### config.mk
export PLATFORM = sky130hd
export DESIGN_NAME = fifo_rd_ctrl_flat
export DESIGN_NICKNAME = d
export VERILOG_FILES = /design/src/rtl/fifo_rd_ctrl_if.sv /design/src/rtl/fifo_rd_ctrl.sv /design/src/flat_wrapper.sv
export SDC_FILE = /design/constraint.sdc
export NUM_CORES = 1
export LEC_CHECK = 0
export ABC_AREA = 1
export CORE_ASPECT_RATIO = 0.6
export CORE_MARGIN = 2
export CORE_UTILIZATION = 30
export CTS_CLUSTER_SIZE = 20
export DETAILED_ROUTE_END_ITERATION = 12
export MAX_ROUTING_LAYER = met4
export PLACE_DENSITY = 0.66
export SYNTH_ARGS = -nofsm -noshare
export SYNTH_HDL_FRONTEND = slang
export SYNTH_SLANG_ARGS = --single-unit
### constraint.sdc
create_clock -name rclk -period 3.23 [get_ports rclk]
set_clock_uncertainty 0.1 [all_clocks]
set_input_delay 0.323 -clock rclk [delete_from_list [all_inputs] [get_ports rclk]]
set_output_delay 0.323 -clock rclk [all_outputs]
set_load 0.01 [all_outputs]
### src/rtl/fifo_rd_ctrl_if.sv
// rtl/fifo_rd_ctrl_if.sv - read-side FIFO controller bus: memory port, sync pointers, status, output stage
interface fifo_rd_ctrl_if #(
  parameter int DATASIZE = 8,
  parameter int ADDRSIZE = 4
);
  logic                rinc;
  logic [ADDRSIZE:0]   rq2_wptr;
  logic [DATASIZE-1:0] rdata;
  logic [ADDRSIZE-1:0] raddr;
  logic [ADDRSIZE:0]   rptr;
  logic                rempty;
  logic                ralmost_empty;
  logic [ADDRSIZE:0]   rlevel;
  logic [DATASIZE-1:0] rdata_q;
  logic                rvalid;
  logic                runderflow;

  modport master (
    input  rinc, rq2_wptr, rdata,
    output raddr, rptr, rempty, ralmost_empty, rlevel, rdata_q, rvalid, runderflow
  );

  modport slave (
    output rinc, rq2_wptr, rdata,
    input  raddr, rptr, rempty, ralmost_empty, rlevel, rdata_q, rvalid, runderflow
  );
endinterface

### src/rtl/fifo_rd_ctrl.sv
// rtl/fifo_rd_ctrl.sv - async FIFO read-side controller: Gray read pointer, empty/level status, registered output
module fifo_rd_ctrl #(
  parameter int DATASIZE  = 8,
  parameter int ADDRSIZE  = 4,
  parameter int AE_THRESH = 1
) (
  input  logic          rclk,
  input  logic          rrst_n,
  fifo_rd_ctrl_if.master bus
);
  localparam logic [ADDRSIZE:0] AE_LIMIT = (ADDRSIZE+1)'(AE_THRESH);

  logic [ADDRSIZE:0]   rbin;
  logic [ADDRSIZE:0]   rbinnext;
  logic [ADDRSIZE:0]   rgraynext;
  logic [ADDRSIZE:0]   wbin;
  logic [ADDRSIZE:0]   level_next;
  logic                rd_en;

  logic [ADDRSIZE:0]   rptr_q;
  logic                rempty_q;
  logic                ralmost_empty_q;
  logic [ADDRSIZE:0]   rlevel_q;
  logic [DATASIZE-1:0] rdata_q_q;
  logic                rvalid_q;
  logic                runderflow_q;

  always_comb begin
    rd_en     = bus.rinc & ~rempty_q;
    rbinnext  = rbin + {{ADDRSIZE{1'b0}}, rd_en};
    rgraynext = (rbinnext >> 1) ^ rbinnext;
    // Gray-to-binary: each binary bit is the XOR of all Gray bits at or above it
    wbin = '0;
    for (int i = 0; i <= ADDRSIZE; i++) begin
      wbin[i] = ^(bus.rq2_wptr >> i);
    end
    level_next = wbin - rbinnext;
  end

  always_ff @(posedge rclk or negedge rrst_n) begin
    if (!rrst_n) begin
      rbin            <= '0;
      rptr_q          <= '0;
      rempty_q        <= 1'b1;
      ralmost_empty_q <= 1'b1;
      rlevel_q        <= '0;
      rdata_q_q       <= '0;
      rvalid_q        <= 1'b0;
      runderflow_q    <= 1'b0;
    end else begin
      rbin            <= rbinnext;
      rptr_q          <= rgraynext;
      rempty_q        <= (rgraynext == bus.rq2_wptr);
      rlevel_q        <= level_next;
      ralmost_empty_q <= (level_next <= AE_LIMIT);
      rvalid_q        <= rd_en;
      if (rd_en) begin
        rdata_q_q <= bus.rdata;
      end
      if (bus.rinc && rempty_q) begin
        runderflow_q <= 1'b1;
      end
    end
  end

  assign bus.raddr         = rbin[ADDRSIZE-1:0];
  assign bus.rptr          = rptr_q;
  assign bus.rempty        = rempty_q;
  assign bus.ralmost_empty = ralmost_empty_q;
  assign bus.rlevel        = rlevel_q;
  assign bus.rdata_q       = rdata_q_q;
  assign bus.rvalid        = rvalid_q;
  assign bus.runderflow    = runderflow_q;
endmodule

### src/flat_wrapper.sv
// flat-port wrapper written by rule: the top's interface ports become plain ports
module fifo_rd_ctrl_flat 
#(
  parameter int DATASIZE  = 8,
  parameter int ADDRSIZE  = 4,
  parameter int AE_THRESH = 1
)
  (rclk, rrst_n, bus_rinc, bus_rq2_wptr, bus_rdata, bus_raddr, bus_rptr, bus_rempty, bus_ralmost_empty, bus_rlevel, bus_rdata_q, bus_rvalid, bus_runderflow);
  fifo_rd_ctrl_if #(.DATASIZE(DATASIZE), .ADDRSIZE(ADDRSIZE)) bus_i ();
  input  logic rclk;
  input  logic rrst_n;
  input wire logic [$bits(bus_i.rinc)-1:0] bus_rinc;
  input wire logic [$bits(bus_i.rq2_wptr)-1:0] bus_rq2_wptr;
  input wire logic [$bits(bus_i.rdata)-1:0] bus_rdata;
  output wire logic [$bits(bus_i.raddr)-1:0] bus_raddr;
  output wire logic [$bits(bus_i.rptr)-1:0] bus_rptr;
  output wire logic [$bits(bus_i.rempty)-1:0] bus_rempty;
  output wire logic [$bits(bus_i.ralmost_empty)-1:0] bus_ralmost_empty;
  output wire logic [$bits(bus_i.rlevel)-1:0] bus_rlevel;
  output wire logic [$bits(bus_i.rdata_q)-1:0] bus_rdata_q;
  output wire logic [$bits(bus_i.rvalid)-1:0] bus_rvalid;
  output wire logic [$bits(bus_i.runderflow)-1:0] bus_runderflow;
  assign bus_i.rinc = bus_rinc;
  assign bus_i.rq2_wptr = bus_rq2_wptr;
  assign bus_i.rdata = bus_rdata;
  assign bus_raddr = bus_i.raddr;
  assign bus_rptr = bus_i.rptr;
  assign bus_rempty = bus_i.rempty;
  assign bus_ralmost_empty = bus_i.ralmost_empty;
  assign bus_rlevel = bus_i.rlevel;
  assign bus_rdata_q = bus_i.rdata_q;
  assign bus_rvalid = bus_i.rvalid;
  assign bus_runderflow = bus_i.runderflow;
  fifo_rd_ctrl #(.DATASIZE(DATASIZE), .ADDRSIZE(ADDRSIZE), .AE_THRESH(AE_THRESH)) u_core (.rclk(rclk), .rrst_n(rrst_n), .bus(bus_i));
endmodule
==> results.ini <==
[final_layout]
n_fill_cell = 402
area_growth_pct = 42.7
post-route-cell-area_mm2 = 0.00187
num_antenna_cells = 0
final_nets = 219
layout-drive-gt1-share = 0.0761

[floorplan]
die_x_um = 89.4
io_pins = 42
start_util = 0.315
die_area_mm2 = 0.00494
die_y_um = 55.3
coreArea_mm2 = 0.00417
rows = 18

[critical_path]
critPathMaxFanout = 4
crit_path_end_kind = flip-flop
crit_path_start_kind = input pin
cp_data_required_time_ns = 3.34
worstSetupPathType = input pin to flip-flop
cp.arrival_ns = 2.76
critPathLaunch = bus_rinc
reg2reg_from = u_core.bus.rempty

[grt]
grt-ovfl-total = 0
grt_max_degree = 27
antenna_found_initial = 0
grt_pass1_wl_um = 4510
grt_pass1_vias = 957
grtUsageTotal = 0.121

[yosys]
synthArstFlopShare = 1.00
synth-edff-count = 0
yosysTopAreaCellShare = 0.457
synth_most_common_cell = nand2_1
synthTopCellsByCount = 57 x nand2_1, 24 x dfrtp_1, 22 x inv_1, 10 x nand3_1, 9 x xor2_1
synth_flop_cell = dfrtp_1
ys_types = 21
synth_area_leaders = dfrtp_1 46%, nand2_1 16%, inv_1 6.3%
synth_fp_nets = 172
synth_area_mm2 = 0.00131
seq_area_frac_synth = 0.497
avgSynthCellArea_um2 = 8.70
synth-seq-cells = 26
yosysTopAreaCell = dfrtp_1
yosys_warnings = 0
synth_cells = 151

[timing]
finalSetupViolations = 0
finalWorstSetupSlack_ns = 0.583
fin_crit_sh = 0.820
max_freq_mhz = 378
post-route-min-period_ns = 2.65
setup_tns_ns = 0
relSlewSlack = 0.780
tightest_slew_ns = 0.330
rsz0062_at_grt = no
slew_violations = 0
finalHoldViolCount = 0

[place]
post-place-ws_ns = 0.310
place_congestion = 0.892
port_buffers = 41
dp_hpwl_um = 2200
dpl_cell_area_mm2 = 0.00180

[drt]
routedWlPerCell_um = 10.7
antenna_left = 0
firstDrtPassIters = 4
drt-total-wl_um = 2760
vias_per_cell = 4.07
drt_iter0_markers = 41
num_vias = 1045
drc_errors = 0

[clock_tree]
cts-htree-levels = 1
cts_sinks = 26
postCtsHoldBufs = 0
clockBufferDepth = 2
clk_pin_slew_ns = 0.09
post_cts_buffers = 0
cts_tree = yes
cts_resized = 0
clk_latency_ns = 0.27
cts_made_buffers = 3
cts_root_buf = clkbuf_8

[job]
maxCapViolCount = 0

[power_and_ir_drop]
ir_worst_vdd_v = 0.000314
powerDensity_mw_per_mm2 = 979
power_leakage_nw = 0.946

[hold_path]
hp-class = input pin to asynchronous set/reset pin

[status]
status = complete, no violations

## worst paths after layout
| kind | end | slack, ns | depth (start not counted) |
|---|---|---|---|
| min in group rclk | u_core.bus.rdata_q[1] | 0.38 | 2 |
| min reg2reg | u_core.bus.rdata_q[1] | 0.38 | 2 |
| max | u_core.bus.ralmost_empty | 0.58 | 16 |
| min | u_core.bus.runderflow | 0.31 | 2 |
| max in group asynchronous | u_core.bus.ralmost_empty | 2.41 | 2 |
| max reg2reg | u_core.bus.ralmost_empty | 0.70 | 13 |
## worst max-delay path, cell delays in order
cell             delay (ns)
clkdlybuf4s50_1        0.49
inv_1                  0.06
nor2_1                 0.13
ha_1                   0.23
ha_1                   0.26
inv_1                  0.06
nand2_1                0.05
and2_1                 0.28
ha_1                   0.32
inv_1                  0.11
nor2_1                 0.05
nand3_1                0.10
nand2_1                0.06
nand2_1                0.07
nand3_1                0.09
nor2_2                 0.08
## per-stage QoR
step                 util  std cells  power [W]  hold slack [ns]
finish              0.450        257    0.00183            0.315
global route        0.450        257    0.00201            0.329
CTS                 0.450        257    0.00186            0.323
detailed placement  0.433        253    0.00158            0.361
global placement    0.433        253    0.00158            0.350
floorplan               -        151    0.00118          -0.0726
## report_power, final
group | switching, W | internal [W]
Sequential | 0.0000862 | 0.000473
Combinational | 0.000521 | 0.000491
Clock | 0.0000978 | 0.000166
Total | 0.000705 | 0.00113
## final cells by class
| class | count | area [µm²] | area share |
|---|---|---|---|
| well taps | 60 | 75.1 | 0.0401 |
| clock inverters | 1 | 30.0 | 0.0160 |
| multi-input cells | 101 | 563 | 0.300 |
| repair buffers | 43 | 425 | 0.227 |
| clock buffers | 3 | 41.3 | 0.0220 |
| inverters | 23 | 86.3 | 0.0461 |
| flip-flops and latches | 26 | 653 | 0.348 |
## routing by layer
| layer | GRT usage | up-vias | share of wire | wire length (µm) |
|---|---|---|---|---|
| met5 | - | - | 0 | 0 |
| met4 | 0.00640 | 0 | 0 | 0 |
| met2 | 0.160 | 35 | 0.38 | 1040 |
| met1 | 0.183 | 461 | 0.54 | 1490 |
| li1 | - | 549 | - | - |
| met3 | 0.0463 | 0 | 0.083 | 229 |
## logic make-up (layout without fill, tap and decap cells)
family | Yosys count | in the layout | share of synthesized area
AOI/OAI and AO/OA | 2 | 2 | 0.0114
xor gates and xnor gates | 13 | 13 | 0.112
adders and majority gates | 5 | 5 | 0.0476
buffers and inverters | 24 | 70 | 0.0743
DFF | 26 | 26 | 0.497
and+or+nand+nor | 81 | 81 | 0.257
## layout by cell type (no fill, tap or decap), drive strengths merged
cell | netlist | final
a21boi | 1 | 1
a21o | 1 | 1
and2 | 1 | 1
buf | 1 | 2
bufinv | 0 | 1
clkbuf | 0 | 3
clkdlybuf4s50 | 0 | 41
dfrtp | 24 | 24
dfstp | 2 | 2
ha | 5 | 5
inv | 23 | 23
nand2 | 58 | 58
nand3 | 11 | 11
nand4 | 3 | 3
nor2 | 8 | 8
xnor2 | 3 | 3
xor2 | 10 | 10
## state kept, by name, summed over array words and instances, names as in the netlist
name,flops
u_core.bus.ralmost_empty,1
u_core.bus.rdata_q,8
u_core.bus.rempty,1
u_core.bus.rlevel,5
u_core.bus.rptr,4
u_core.bus.runderflow,1
u_core.bus.rvalid,1
u_core.rbin,5
No activity file was read; power rests on OpenSTA's default activity.
